<file path="config.mk">
export PLATFORM = sky130hd
export DESIGN_NAME = nunchuk_reader
export DESIGN_NICKNAME = d
export VERILOG_FILES = /design/src/rtl/nunchuk_reader.sv
export SDC_FILE = /design/constraint.sdc
export NUM_CORES = 1
export LEC_CHECK = 0
export CORE_UTILIZATION = 43
export DETAILED_ROUTE_END_ITERATION = 16
export SKIP_CTS_REPAIR_TIMING = 1
export SLEW_MARGIN = 40
export SYNTH_ARGS = -nofsm -noshare
export SYNTH_HDL_FRONTEND = slang
export SYNTH_SLANG_ARGS = --single-unit
</file>
<file path="constraint.sdc">
create_clock -name clk -period 6.8 [get_ports clk]
set_clock_uncertainty 0.2 [all_clocks]
set_input_delay 0.68 -clock clk [delete_from_list [all_inputs] [get_ports clk]]
set_output_delay 0.68 -clock clk [all_outputs]
set_load 0.02 [all_outputs]
</file>
<file path="src/rtl/nunchuk_reader.sv">
// nunchuk_reader: I2C master that initialises a Wii Nunchuk and polls it.
//
// Bus sequence: write F0 55, gap, write FB 00, then forever
// { gap, write 00, gap, read 6 bytes, update outputs }.
// A missing slave ACK aborts with a STOP and re-runs the FB 00 write.
//
// Ports:
//   clk, rst            system clock, synchronous active-high reset
//   scl_oe, sda_oe      open-drain enables (1 = pull line low)
//   sda_in              synchronized SDA level
//   stick_x, stick_y    joystick bytes 0 and 1
//   z, c                buttons, active-high
//   accel_x/y/z         10-bit accelerometer values
//   data_valid          one-cycle pulse when the outputs update
//   nack_err            missing ACK seen; cleared by the next good poll
//   busy                a bus transaction is in progress
//
// Build option: define NUNCHUK_ACCEL_EN to decode the accelerometer.
// Without it the accel_* outputs are tied to zero and bytes 2-4 are
// clocked in and ACKed but not stored.
//
// Handshake: data_valid is a single-cycle qualifier with no back-pressure;
// the decoded outputs are stable from the data_valid cycle until the next
// data_valid pulse.
module nunchuk_reader #(
  parameter int         CLK_DIV  = 125,
  parameter int         POLL_GAP = 50000,
  parameter logic [6:0] DEV_ADDR = 7'h52
) (
  input  logic       clk,
  input  logic       rst,
  output logic       scl_oe,
  output logic       sda_oe,
  input  logic       sda_in,
  output logic [7:0] stick_x,
  output logic [7:0] stick_y,
  output logic       z,
  output logic       c,
  output logic [9:0] accel_x,
  output logic [9:0] accel_y,
  output logic [9:0] accel_z,
  output logic       data_valid,
  output logic       nack_err,
  output logic       busy
);

  localparam int DW = (CLK_DIV > 1) ? $clog2(CLK_DIV) : 1;
  localparam int GW = (POLL_GAP > 1) ? $clog2(POLL_GAP) : 1;
  localparam logic [DW-1:0] DIV_LAST = DW'(CLK_DIV - 1);
  localparam logic [GW-1:0] GAP_LAST = GW'(POLL_GAP - 1);

  typedef enum logic [3:0] {
    S_RESET, S_INIT1, S_GAP_I, S_INIT2, S_GAP_P, S_CONV, S_GAP_R, S_READ, S_UPDATE
  } seq_e;

  typedef enum logic [2:0] {
    E_IDLE, E_START, E_SEND, E_GACK, E_RECV, E_SACK, E_STOP
  } eng_e;

  // Byte idx of the write transaction issued in sequencer state s.
  function automatic logic [7:0] tx_byte(input seq_e s, input logic [2:0] idx);
    logic [7:0] b;
    b = {DEV_ADDR, 1'b0};
    if (s == S_READ)         b = {DEV_ADDR, 1'b1};
    else if (idx == 3'd1)    b = (s == S_INIT1) ? 8'hF0 : (s == S_INIT2) ? 8'hFB : 8'h00;
    else if (idx == 3'd2)    b = (s == S_INIT1) ? 8'h55 : 8'h00;
    return b;
  endfunction

  function automatic logic [2:0] last_idx(input seq_e s);
    logic [2:0] n;
    n = 3'd0;
    if (s == S_INIT1 || s == S_INIT2) n = 3'd2;
    else if (s == S_CONV)             n = 3'd1;
    return n;
  endfunction

  seq_e seq_q, seq_d;
  eng_e eng_q, eng_d;
  logic [DW-1:0] div_q, div_d;
  logic [GW-1:0] gap_q, gap_d;
  logic [1:0] ph_q, ph_d;
  logic [2:0] bit_q, bit_d, byte_q, byte_d;
  logic [7:0] sh_q, sh_d;
  logic scl_oe_q, scl_oe_d, sda_oe_q, sda_oe_d, busy_q, busy_d;
  logic abort_q, abort_d, nack_err_q, nack_err_d, dv_q, dv_d;
  logic [7:0] b0_q, b0_d, b1_q, b1_d, sx_q, sx_d, sy_q, sy_d;
  logic [1:0] b5lo_q, b5lo_d;
  logic z_q, z_d, c_q, c_d;
`ifdef NUNCHUK_ACCEL_EN
  logic [7:0] b2_q, b2_d, b3_q, b3_d, b4_q, b4_d;
  logic [5:0] b5hi_q, b5hi_d;
  logic [9:0] ax_q, ax_d, ay_q, ay_d, az_q, az_d;
`endif
  logic tick, done, launch, store;
  seq_e launch_seq;

  always_comb begin
    seq_d = seq_q; eng_d = eng_q; gap_d = gap_q; ph_d = ph_q;
    bit_d = bit_q; byte_d = byte_q; sh_d = sh_q;
    scl_oe_d = scl_oe_q; sda_oe_d = sda_oe_q; busy_d = busy_q;
    abort_d = abort_q; nack_err_d = nack_err_q; dv_d = 1'b0;
    b0_d = b0_q; b1_d = b1_q; b5lo_d = b5lo_q;
    sx_d = sx_q; sy_d = sy_q; z_d = z_q; c_d = c_q;
`ifdef NUNCHUK_ACCEL_EN
    b2_d = b2_q; b3_d = b3_q; b4_d = b4_q; b5hi_d = b5hi_q;
    ax_d = ax_q; ay_d = ay_q; az_d = az_q;
`endif
    done = 1'b0; launch = 1'b0; store = 1'b0; launch_seq = S_INIT1;
    tick  = (div_q == DIV_LAST);
    div_d = tick ? '0 : div_q + 1'b1;

    // Bit engine: one action per quarter tick, phase 0..3 within each bit.
    if (tick) begin
      ph_d = ph_q + 2'd1;
      case (eng_q)
        E_START: begin
          if (ph_q == 2'd0) sda_oe_d = 1'b1;
          else begin scl_oe_d = 1'b1; eng_d = E_SEND; ph_d = 2'd0; end
        end
        E_SEND: begin
          case (ph_q)
            2'd0: sda_oe_d = ~sh_q[7];
            2'd1: scl_oe_d = 1'b0;
            2'd2: ;
            default: begin
              scl_oe_d = 1'b1;
              sh_d = {sh_q[6:0], 1'b0};
              if (bit_q == 3'd0) eng_d = E_GACK;
              else bit_d = bit_q - 3'd1;
            end
          endcase
        end
        E_GACK: begin
          case (ph_q)
            2'd0: sda_oe_d = 1'b0;
            2'd1: scl_oe_d = 1'b0;
            2'd2: if (sda_in) begin abort_d = 1'b1; nack_err_d = 1'b1; end
            default: begin
              scl_oe_d = 1'b1;
              bit_d = 3'd7;
              if (abort_q)                         eng_d = E_STOP;
              else if (seq_q == S_READ)            begin eng_d = E_RECV; byte_d = 3'd0; end
              else if (byte_q == last_idx(seq_q))  eng_d = E_STOP;
              else begin
                byte_d = byte_q + 3'd1;
                sh_d   = tx_byte(seq_q, byte_q + 3'd1);
                eng_d  = E_SEND;
              end
            end
          endcase
        end
        E_RECV: begin
          case (ph_q)
            2'd0: sda_oe_d = 1'b0;
            2'd1: scl_oe_d = 1'b0;
            2'd2: sh_d = {sh_q[6:0], sda_in};
            default: begin
              scl_oe_d = 1'b1;
              if (bit_q == 3'd0) begin eng_d = E_SACK; store = 1'b1; end
              else bit_d = bit_q - 3'd1;
            end
          endcase
        end
        E_SACK: begin
          case (ph_q)
            2'd0: sda_oe_d = (byte_q != 3'd5);  // ACK bytes 0-4, NACK the last
            2'd1: scl_oe_d = 1'b0;
            2'd2: ;
            default: begin
              scl_oe_d = 1'b1;
              if (byte_q == 3'd5) eng_d = E_STOP;
              else begin byte_d = byte_q + 3'd1; bit_d = 3'd7; eng_d = E_RECV; end
            end
          endcase
        end
        E_STOP: begin
          case (ph_q)
            2'd0: sda_oe_d = 1'b1;
            2'd1: scl_oe_d = 1'b0;
            default: begin sda_oe_d = 1'b0; eng_d = E_IDLE; busy_d = 1'b0; done = 1'b1; end
          endcase
        end
        default: ;
      endcase
    end

    // Shadow buffer: the fully shifted byte is in sh_q at the last phase.
    if (store) begin
      case (byte_q)
        3'd0: b0_d = sh_q;
        3'd1: b1_d = sh_q;
`ifdef NUNCHUK_ACCEL_EN
        3'd2: b2_d = sh_q;
        3'd3: b3_d = sh_q;
        3'd4: b4_d = sh_q;
        3'd5: begin b5lo_d = sh_q[1:0]; b5hi_d = sh_q[7:2]; end
`else
        3'd5: b5lo_d = sh_q[1:0];
`endif
        default: ;
      endcase
    end

    // Sequencer
    case (seq_q)
      S_RESET, S_GAP_I, S_GAP_P, S_GAP_R: begin
        gap_d = gap_q + 1'b1;
        if (gap_q == GAP_LAST) begin
          launch = 1'b1;
          case (seq_q)
            S_RESET: launch_seq = S_INIT1;
            S_GAP_I: launch_seq = S_INIT2;
            S_GAP_P: launch_seq = S_CONV;
            default: launch_seq = S_READ;
          endcase
        end
      end
      S_INIT1, S_INIT2, S_CONV, S_READ: begin
        if (done) begin
          gap_d   = '0;
          abort_d = 1'b0;
          if (abort_q)              seq_d = S_GAP_I;
          else if (seq_q == S_INIT1) seq_d = S_GAP_I;
          else if (seq_q == S_INIT2) seq_d = S_GAP_P;
          else if (seq_q == S_CONV)  seq_d = S_GAP_R;
          else begin
            // Outputs change together on the edge that enters UPDATE.
            seq_d = S_UPDATE; dv_d = 1'b1; nack_err_d = 1'b0;
            sx_d = b0_q; sy_d = b1_q; z_d = ~b5lo_q[0]; c_d = ~b5lo_q[1];
`ifdef NUNCHUK_ACCEL_EN
            ax_d = {b2_q, b5hi_q[1:0]};
            ay_d = {b3_q, b5hi_q[3:2]};
            az_d = {b4_q, b5hi_q[5:4]};
`endif
          end
        end
      end
      S_UPDATE: begin seq_d = S_GAP_P; gap_d = '0; end
      default: seq_d = S_RESET;
    endcase

    if (launch) begin
      seq_d = launch_seq; eng_d = E_START; busy_d = 1'b1;
      div_d = '0; ph_d = 2'd0; byte_d = 3'd0; bit_d = 3'd7;
      sh_d  = tx_byte(launch_seq, 3'd0);
    end
  end

  always_ff @(posedge clk) begin
    if (rst) begin
      seq_q <= S_RESET; eng_q <= E_IDLE; div_q <= '0; gap_q <= '0;
      ph_q <= 2'd0; bit_q <= 3'd0; byte_q <= 3'd0; sh_q <= 8'd0;
      scl_oe_q <= 1'b0; sda_oe_q <= 1'b0; busy_q <= 1'b0;
      abort_q <= 1'b0; nack_err_q <= 1'b0; dv_q <= 1'b0;
      b0_q <= 8'd0; b1_q <= 8'd0; b5lo_q <= 2'd0;
      sx_q <= 8'd0; sy_q <= 8'd0; z_q <= 1'b0; c_q <= 1'b0;
`ifdef NUNCHUK_ACCEL_EN
      b2_q <= 8'd0; b3_q <= 8'd0; b4_q <= 8'd0; b5hi_q <= 6'd0;
      ax_q <= 10'd0; ay_q <= 10'd0; az_q <= 10'd0;
`endif
    end else begin
      seq_q <= seq_d; eng_q <= eng_d; div_q <= div_d; gap_q <= gap_d;
      ph_q <= ph_d; bit_q <= bit_d; byte_q <= byte_d; sh_q <= sh_d;
      scl_oe_q <= scl_oe_d; sda_oe_q <= sda_oe_d; busy_q <= busy_d;
      abort_q <= abort_d; nack_err_q <= nack_err_d; dv_q <= dv_d;
      b0_q <= b0_d; b1_q <= b1_d; b5lo_q <= b5lo_d;
      sx_q <= sx_d; sy_q <= sy_d; z_q <= z_d; c_q <= c_d;
`ifdef NUNCHUK_ACCEL_EN
      b2_q <= b2_d; b3_q <= b3_d; b4_q <= b4_d; b5hi_q <= b5hi_d;
      ax_q <= ax_d; ay_q <= ay_d; az_q <= az_d;
`endif
    end
  end

  assign scl_oe     = scl_oe_q;
  assign sda_oe     = sda_oe_q;
  assign busy       = busy_q;
  assign nack_err   = nack_err_q;
  assign data_valid = dv_q;
  assign stick_x    = sx_q;
  assign stick_y    = sy_q;
  assign z          = z_q;
  assign c          = c_q;
`ifdef NUNCHUK_ACCEL_EN
  assign accel_x = ax_q;
  assign accel_y = ay_q;
  assign accel_z = az_q;
`else
  assign accel_x = 10'd0;
  assign accel_y = 10'd0;
  assign accel_z = 10'd0;
`endif

endmodule
</file>
# Word level (Yosys, flattened, before mapping)
# Index checks and enable logic that the tools add are counted.
# word_totals
register_bits	88
inputBits	3
output_inout_bits	53
elab_cells	244
# op_classes
n_addsub	5
n_eq_ne	62
n_mux	106
bitwise_logic	9
reduce_logical	40
# op_table
op	count
$mux W8	12
$mux W3	31
$ne A3 B3 Y1 const B	17
$pmux W16 S3	1
$mux W1	40
$ne A2 B2 Y1 const B	18
$mux W4	6
$pmux W8 S3	1
$reduce_and A7 Y1	3
$eq A4 B3 Y1 const B	5
$reduce_and A10 Y1	2
$pmux W3 S3	2
$pmux W3 S6	1
$add A16 B1 Y16 const B	1
$eq A16 B16 Y1 const B	1
$mux W16	1
$eq A3 B3 Y1 const B	4
$pmux W4 S3	1
$reduce_or A4 Y1	3
$reduce_and A2 Y1	5
$reduce_or A2 Y1	5
$eq A3 B1 Y1 const B	3
$eq A3 B2 Y1 const B	3
$not A1 Y1	9
other kinds (35)	47

# Logic depth before layout (Yosys ltp)
# Gate-level depths: netlist of run 1.
# depth
ltp_word	16
depth_mapped	11
mapped_depth_nobuf	8

# Least setup slack after synthesis of run 1
# No wires, ideal clock.
# synth_timing
kind	register -> register
start	reg ph_q[1]
end	reg c_q, in the netlist c
setup_time_ps	117
arrival_time_ps	2008
required_time_ps	6483
slack_ps	4475
stages_incl_launch_ff	10
n_path_buf	2
period_less_slack_ps	2325
cell_sequence	dfxtp_1 inv_1 ha_1 nor3b_2 nand4b_4 or3_4 nor2b_1 buf_6 buf_6 a22o_1
# synth_between
elab_chain_cells	6
elab_cells_between_ends	7
classes_between	eq/ne (1); mux (3); reduce/logical (3)
# synth_lines
element	line_no	text
start, declared	82	logic [1:0] ph_q, ph_d;
start signal, assigned	253	ph_q <= 2'd0; bit_q <= 3'd0; byte_q <= 3'd0; sh_q <= 8'd0;
start signal, assigned	264	ph_q <= ph_d; bit_q <= bit_d; byte_q <= byte_d; sh_q <= sh_d;
$eq A2 B1 Y1 / $logic_not A2 Y1 (equally long branches)	178	case (ph_q)
$reduce_or A2 Y1 (no source line) (*)	n/a	
$mux W1 (*)	178	
$mux W1 (*)	116	case (eng_q)
$mux W1 (*)	114	if (tick) begin
$reduce_and A6 Y1 (no source line) (*)	n/a	
end signal, assigned	257	sx_q <= 8'd0; sy_q <= 8'd0; z_q <= 1'b0; c_q <= 1'b0;
end signal, assigned	268	sx_q <= sx_d; sy_q <= sy_d; z_q <= z_d; c_q <= c_d;
end, declared	89	logic z_q, z_d, c_q, c_d;
# Every way passes the cells marked *; elsewhere a longest branch is shown, timed or not.
# A chain may end at the register's enable or synchronous reset.

# Worst setup path in the final report of run 1
# layout_timing
start	reg div_q[0]
end	reg sy_q[1], in the netlist stick_y[1]
# layout_between
elab_chain_cells	3
# layout_lines
element	line_no	text
start, declared	80	logic [DW-1:0] div_q, div_d;
start signal, assigned	263	seq_q <= seq_d; eng_q <= eng_d; div_q <= div_d; gap_q <= gap_d;
$eq A7 B7 Y1	110	tick = (div_q == DIV_LAST);
$mux W1	114	
$reduce_and A6 Y1 (no source line)	n/a	
end signal, assigned	257	
end signal, assigned	268	
end, declared	87	logic [7:0] b0_q, b0_d, b1_q, b1_d, sx_q, sx_d, sy_q, sy_d;
# No other way between the ends.

==> results by group, run 1 <==
Outcome
  • Status: completed

GRT
  • GRT Residual Overflow: 0
  • Pin count of the biggest net entering global routing: 42
  • Antenna violations before repair: 0
  • Vias in the first global route: 3368
  • GRT Overall Usage: 0.1873
  • First-pass GRT wire length: 16.37 mm

Final layout
  • Final core area utilization: 0.4908
  • Area taken by flip-flops and latches: 1763 um^2
  • Diodes inserted: 0
  • Net total in the final layout: 567
  • Fill cells: 944
  • Footprint of the multi-input gates: 2417 um^2
  • Layout-stage area growth over the synthesis result: 8.714%
  • Commonest cells after routing, fill and taps aside: sky130_fd_sc_hd__dfxtp_1 (87), sky130_fd_sc_hd__nand2_1 (71), sky130_fd_sc_hd__nor2_1 (56), sky130_fd_sc_hd__a21oi_1 (47), sky130_fd_sc_hd__conb_1 (30)
  • Most common library cell in the layout ignoring fill and taps: sky130_fd_sc_hd__dfxtp_1
  • Non-filler instance count after layout: 689
  • Share of final-layout standard cells stronger than drive strength 1: 0.05935

STA
  • Pins over their slew limit: 0
  • Upper clock frequency limit: 0.3584 GHz
  • Total Neg Setup Slack: 0 ps
  • Final setup fails: 0
  • Final-report hold violation count: 0
  • RSZ-0062 raised after global routing: no
  • Transition time at the pin with the least slew margin: 750.1 ps
  • Post-route minimum period: 2790 ps
  • Hold slack: 254.3 ps
  • Period utilisation layout: 0.4103
  • Max transition margin: 0.4994

Power and ir drop
  • Leakage power summed over all cells: 1.711 nW
  • Max IR drop VDD: 121.1 uV
  • Net switching power of the design: 0.0002375 W
  • Proportion of power drawn by the clock network: 0.410
  • Cell Int Power: 0.0007026 W
  • Combinational cell fraction of total power: 0.036
  • Sum of internal, switching and leakage power: 0.0009401 W
  • Ratio of total power to cell area: 192.4 nW/um^2
  • Relative contribution of sequential cells to total power: 0.554
  • Proportion of total power due to net switching: 0.2527

Floorplan
  • Top-level I/O count: 56
  • Die ar.: 10860 um^2
  • Die Height: 104.2 um
  • Die X-Extent: 104.2 um
  • Initial Util: 0.4515
  • Total core area: 9955 um^2
  • Standard-cell row count: 36

Hold path
  • Sink of the worst hold path: b1_q[1]
  • Source of the worst hold timing path: b1_q[1]
  • Worst min path class: flop to flop
  • Cell depth of the worst hold path: 2

Worst setup path
  • Crit path largest cell delay: 590 ps
  • Crit path max-delay family: simple AND/OR/NAND/NOR gates
  • Critical path arrival: 2890 ps
  • Launching point of the worst reg2reg path: div_q[0]
  • Slowest-stage cell, CP: sky130_fd_sc_hd__nor2_2
  • Register-to-register setup slack: 4010 ps
  • Path depth of the worst reg2reg path: 8
  • Worst setup path category: flop to flop
  • Buffers plus inverters on the worst setup path: 1
  • Endpoint class of the critical path: flop
  • Launching element type of the critical path: flop
  • Required time of the worst setup path: 6900 ps
  • Worst R2R End: stick_y[1]
  • Most used cell along the critical path: sky130_fd_sc_hd__and2_1
  • Maximum net fanout on the critical path: 19
  • Worst-path cell chain: inv_1 > ha_1 > and2_1 > and2_1 > nand4b_4 > or3_4 > nor2_2 > a22o_1

Detailed routing
  • DRC violation count after routing: 0
  • Remaining antenna violation count: 0
  • Vias per inst: 5.350
  • Number of vias after detailed routing: 3686
  • First DRT Iteration DRCs: 179
  • Post-Route WL: 9.922 mm
  • Router iterations before antenna repair: 4
  • Mean routed wirelength per cell: 14.40 um

Logic synthesis
  • Number of flip-flops and latches in the synthesized netlist: 88
  • Average cell area after synthesis: 8.262 um^2
  • FFs w/ async S/R, synth: 0
  • Yosys warnings: 0
  • Sequential cell area fraction in the yosys report: 0.3920
  • Total standard cell area after synthesis: 4494 um^2
  • Top_reg_cell synth: sky130_fd_sc_hd__dfxtp_1
  • Syn Inst Count: 544
  • Netlist cell types: 63
  • Number of enable-type register cells in the synthesized netlist: 0

Clock tree
  • Clock insertion delay at the later pin of the skew report: 360 ps
  • Clk slew on worst S/H paths: 90 ps
  • TritonCTS buffer count: 9
  • Number of clock sinks seen by CTS: 88
  • Maximum number of buffers from clock root to sink: 2
  • Cell at the root of the clock tree: sky130_fd_sc_hd__clkbuf_8
  • TritonCTS clock tree: done
  • CTS H-tree depth: 3

Placed design
  • Hpwl dp: 6.933 mm
  • RePlAce Congestion: 0.8451
  • Port-buffer cells: 25
  • Number of cells in the design after placement: 673

Job
  • Count of max-cap constraint violations: 0
[sequential cells by signal, summed over array words and instances, names as in the netlist, 2 cells and up]
signal,cells
sh_q,8
b5lo_q,2
gap_q,16
byte_q,3
div_q,7
b1_q,8
ph_q,2
stick_x,8
b0_q,8
eng_q,3
bit_q,3
stick_y,8
seq_q,4
[how the worst max path moves through the flow]
stage,from,end,slack (ps),cells after the start
after global placement,rst,stick_x[2],3920,4
after CTS,eng_q[2],stick_y[3],3880,5
final,div_q[0],stick_y[1],4010,8
after detailed placement,eng_q[2],stick_x[2],3930,5
after global routing,div_q[0],stick_y[0],3730,8
after floorplan,ph_q[1],c,4480,9
[Yosys cell counts (all sizes together) (3+ instances only)]
cell	n	area, um^2
buf	39	292.8
nand2	71	266.5
nand2b	7	43.79
xor2	7	61.31
nor3	19	95.09
a211oi	4	30.03
dfxtp	88	1762
nor2b	5	31.28
nand4b	3	41.29
nand3	13	65.06
or2	3	18.77
a221oi	3	26.28
inv	19	71.32
and2	5	31.28
xnor2	12	105.1
nor4	4	31.28
clkbuf	20	76.32
nand4	6	37.54
nor2	57	216.5
a31oi	3	18.77
a21o	8	60.06
o21ai	13	65.06
mux2i	8	80.08
o211ai	5	37.54
and3	3	18.77
nor3b	3	27.52
or3b	3	26.28
a22o	18	157.7
ha	13	162.7
a21oi	47	235.2
[area by class of cell]
| cell class | count | share of cell area |
|---|---|---|
| Clock buffer | 9 | 0.02535 |
| Inverter | 19 | 0.01460 |
| Tap cell | 133 | 0.03406 |
| Sequential cell | 88 | 0.3608 |
| Timing Repair Buffer | 26 | 0.05275 |
| Multi-Input combinational cell | 407 | 0.4948 |
| Clock inverter | 7 | 0.01767 |
[power by group through the flow]
stage                     Sequential [W]  Clock (W)  Combinational (W)
final                           0.000521   0.000385          0.0000340
after CTS                       0.000521   0.000396          0.0000338
after global placement          0.000533          0          0.0000330
after global routing            0.000521   0.000414          0.0000377
after floorplan                 0.000532          0          0.0000425
after detailed placement        0.000533          0          0.0000337
[routing by layer]
metal,part of all wire,GRT usage,vias to the layer above,wire length [um]
met1,0.48,0.2507,1731,4753
met3,0.036,0.02632,11,357
met4,0.016,0.08673,0,157
met5,0,0,-,0
li1,-,-,1847,-
met2,0.47,0.2976,97,4654
[kinds of logic (layout without fill, tap and decap cells)]
| family | count (synthesis) | after routing | synth area share |
|---|---|---|---|
| simple gates | 216 | 216 | 0.2386 |
| compound gates | 121 | 121 | 0.1796 |
| flops | 88 | 88 | 0.3920 |
| buf+inv | 78 | 61 | 0.09799 |
| xor+xnor | 19 | 19 | 0.03703 |
| fa+ha+maj | 13 | 13 | 0.03619 |
| mux | 8 | 8 | 0.01782 |
| other cells | 1 | 30 | 0.0008344 |
[worst reg2reg max path, stage by stage, from the launching register on]
cell,delay (ps)
sky130_fd_sc_hd__dfxtp_1,350
sky130_fd_sc_hd__inv_1,70
sky130_fd_sc_hd__ha_1,150
sky130_fd_sc_hd__and2_1,170
sky130_fd_sc_hd__and2_1,420
sky130_fd_sc_hd__nand4b_4,190
sky130_fd_sc_hd__or3_4,380
sky130_fd_sc_hd__nor2_2,590
sky130_fd_sc_hd__a22o_1,230
[metrics by stage]
step | cell area (um^2) | setup WS (ps)
global route | 4886 | 3730
floorplan | 4603 | 4475
global placement | 4658 | 3922
finish | 4886 | 4010
detailed placement | 4669 | 3928
CTS | 4880 | 3885
No activity file was read; power rests on OpenSTA's default activity.
==> inputs of run 2 (changes only) <==
Clock period 6.8 ns to 2.8 ns, I/O delays scaled along.
==> run 2 against run 1 <==
  * Combinational power rose to 2.5 times the previous value
  * Core utilization rose by 0.89 points
  * Maximum frequency rose by 7.1%
==> results by group, run 2 (synthesized netlist as in run 1, its figures left out) <==
Outcome
  • Status: completed

Placed design
  • DP Area: 4763 um^2 (+2.0%)
  • Hpwl dp: 7.046 mm (+1.6%)
  • Port-buffer cells: 25 (unchanged)
  • Post-place setup slack: 242.1 ps (-3686 ps)
  • RePlAce Congestion: 0.8290 (-1.9%)

Detailed routing
  • First DRT Iteration DRCs: 197 (+10%)
  • Vias per inst: 5.188 (-3.0%)
  • Number of vias after detailed routing: 3647 (-1.1%)
  • Post-Route WL: 9.726 mm (-2.0%)
  • Mean routed wirelength per cell: 13.83 um (-3.9%)
  • Router iterations before antenna repair: 5 (+1)
  • Remaining antenna violation count: 0 (unchanged)
  • DRC violation count after routing: 0 (unchanged)

Floorplan
  • Standard-cell row count: 36 (unchanged)
  • Top-level I/O count: 56 (unchanged)
  • Initial Util: 0.4515 (unchanged)
  • Die X-Extent: 104.2 um (unchanged)
  • Die Height: 104.2 um (unchanged)
  • Die ar.: 10860 um^2 (unchanged)
  • Total core area: 9955 um^2 (unchanged)

Worst setup path
  • Worst R2R End: bit_q[1]
  • Endpoint class of the critical path: flop
  • Path depth of the worst reg2reg path: 8 (unchanged)
  • Maximum net fanout on the critical path: 7 (-12)
  • Register-to-register setup slack: 200 ps (-3810 ps)
  • Required time of the worst setup path: 2850 ps (-4050 ps)
  • Worst setup path category: flop to flop
  • Launching element type of the critical path: flop
  • Worst Setup SP: byte_q[1]
  • Launching point of the worst reg2reg path: byte_q[1]
  • Critical path arrival: 2650 ps (-240 ps)

Power and ir drop
  • Ratio of total power to cell area: 459.4 nW/um^2 (+140%)
  • Leakage power summed over all cells: 1.766 nW (+3.2%)
  • Max IR drop VDD: 202.1 uV (+67%)

Final layout
  • Diodes inserted: 0 (unchanged)
  • Footprint of the multi-input gates: 2401 um^2 (-0.67%)
  • Net total in the final layout: 581 (+2.5%)
  • Commonest cells after routing, fill and taps aside: sky130_fd_sc_hd__dfxtp_1 (88), sky130_fd_sc_hd__nand2_1 (71), sky130_fd_sc_hd__nor2_1 (56), sky130_fd_sc_hd__a21oi_1 (47), sky130_fd_sc_hd__conb_1 (30)
  • Area taken by flip-flops and latches: 1762 um^2 (about the same)
  • Register with the most flip-flops: gap_q
  • Layout-stage area growth over the synthesis result: 10.69%
  • Fill cells: 999 (+5.8%)
  • Max reg flops: 16 (unchanged)
  • Most common library cell in the layout ignoring fill and taps: sky130_fd_sc_hd__dfxtp_1
  • Share of final-layout standard cells stronger than drive strength 1: 0.07895 (+0.01959)
  • Final standard cell area without fillers: 4975 um^2 (+1.8%)

STA
  • RSZ-0062 raised after global routing: no
  • Upper clock frequency limit: 0.3840 GHz (+7.1%)
  • Final-report hold violation count: 0 (unchanged)
  • Period utilisation layout: 0.9302 (+0.5198)
  • Final setup fails: 0 (unchanged)
  • Post-route minimum period: 2604 ps (-185.9 ps)
  • Total Neg Setup Slack: 0 ps (unchanged)
  • Transition time at the pin with the least slew margin: 688.6 ps (-61.50 ps)
  • Hold slack: 253.2 ps (-1.121 ps)
  • Max transition margin: 0.5392 (+0.03984)
  • Worst-case setup margin in the final layout: 195.5 ps (-3814 ps)
  • Pins over their slew limit: 0 (unchanged)

Job
  • Count of max-cap constraint violations: 0 (unchanged)

Clock tree
  • Maximum number of buffers from clock root to sink: 2 (unchanged)
  • Clock insertion delay at the later pin of the skew report: 380 ps (+20 ps)
  • Number of clock sinks seen by CTS: 88 (unchanged)
  • CTS H-tree depth: 3 (unchanged)
  • TritonCTS buffer count: 9 (unchanged)
  • Clk slew on worst S/H paths: 90 ps (about the same)
  • TritonCTS clock tree: done
  • Cell at the root of the clock tree: sky130_fd_sc_hd__clkbuf_8

Hold path
  • Sink of the worst hold path: b0_q[0]
  • Cell depth of the worst hold path: 2 (unchanged)
  • Worst min path class: flop to flop
  • Source of the worst hold timing path: b0_q[0]

GRT
  • Vias in the first global route: 3361 (-0.21%)
  • GRT Overall Usage: 0.1862 (-0.001048)
  • First-pass GRT wire length: 16.42 mm (+0.26%)
  • Pin count of the biggest net entering global routing: 25 (-40%)
  • GRT Residual Overflow: 0 (unchanged)
  • Antenna violations before repair: 0 (unchanged)
## run 2: changes by cell type in the layout (fill, tap and decap cells not counted), sizes merged
cell	before	now
clkinvlp	1	2
inv	23	22
buf	1	15
## run 2: metal layers
layer | vias up | part of all wire | global-route usage | routed length [um]
met1 | 1697 | 0.49 | 0.2465 | 4723
met4 | 0 | 0.014 | 0.06633 | 136
li1 | 1870 | - | - | -
met3 | 11 | 0.031 | 0.03195 | 297
met5 | - | 0 | 0 | 0
met2 | 69 | 0.47 | 0.3043 | 4569
## run 2: area by class of cell
cell class	count	area share
multi-input combinational	407	0.4826
tap	133	0.03345
timing repair buffer	40	0.07294
clock inverter	7	0.01761
inverter	19	0.01434
sequential	88	0.3541
clock buffer	9	0.02490
## run 2: worst max-delay path by stage
stage | to | slack (ps) | cells past startpoint
finish | bit_q[1] | 200 | 8
detailed placement | bit_q[1] | 240 | 8
floorplan | c | 480 | 9
global placement | bit_q[0] | 340 | 8
global route | bit_q[1] | 30 | 8
CTS | bit_q[1] | 230 | 8
## run 2: where the power goes
group | internal, W | total [W] | switching [W] | leakage [nW]
clock | 0.000429 | 0.000934 | 0.000505 | 0.0996
sequential | 0.00126 | 0.00126 | 0.00000684 | 0.710
combinational | 0.0000185 | 0.0000862 | 0.0000677 | 0.956
## run 2: through the flow
stage | cells | util | power [W]
detailed placement | 687 | 0.4785 | 0.001380
floorplan | 573 | - | 0.001396
finish | 703 | 0.4997 | 0.002285
global placement | 687 | 0.4785 | 0.001378
CTS | 703 | 0.4997 | 0.002311
global route | 703 | 0.4997 | 0.002364
## run 2: critical path: stages (launching register included)
cell	delay, ps
sky130_fd_sc_hd__dfxtp_1	440
sky130_fd_sc_hd__inv_1	140
sky130_fd_sc_hd__ha_1	250
sky130_fd_sc_hd__and2_1	240
sky130_fd_sc_hd__a211oi_1	280
sky130_fd_sc_hd__a21oi_1	70
sky130_fd_sc_hd__nor3_1	520
sky130_fd_sc_hd__mux2i_1	260
sky130_fd_sc_hd__a21oi_1	80
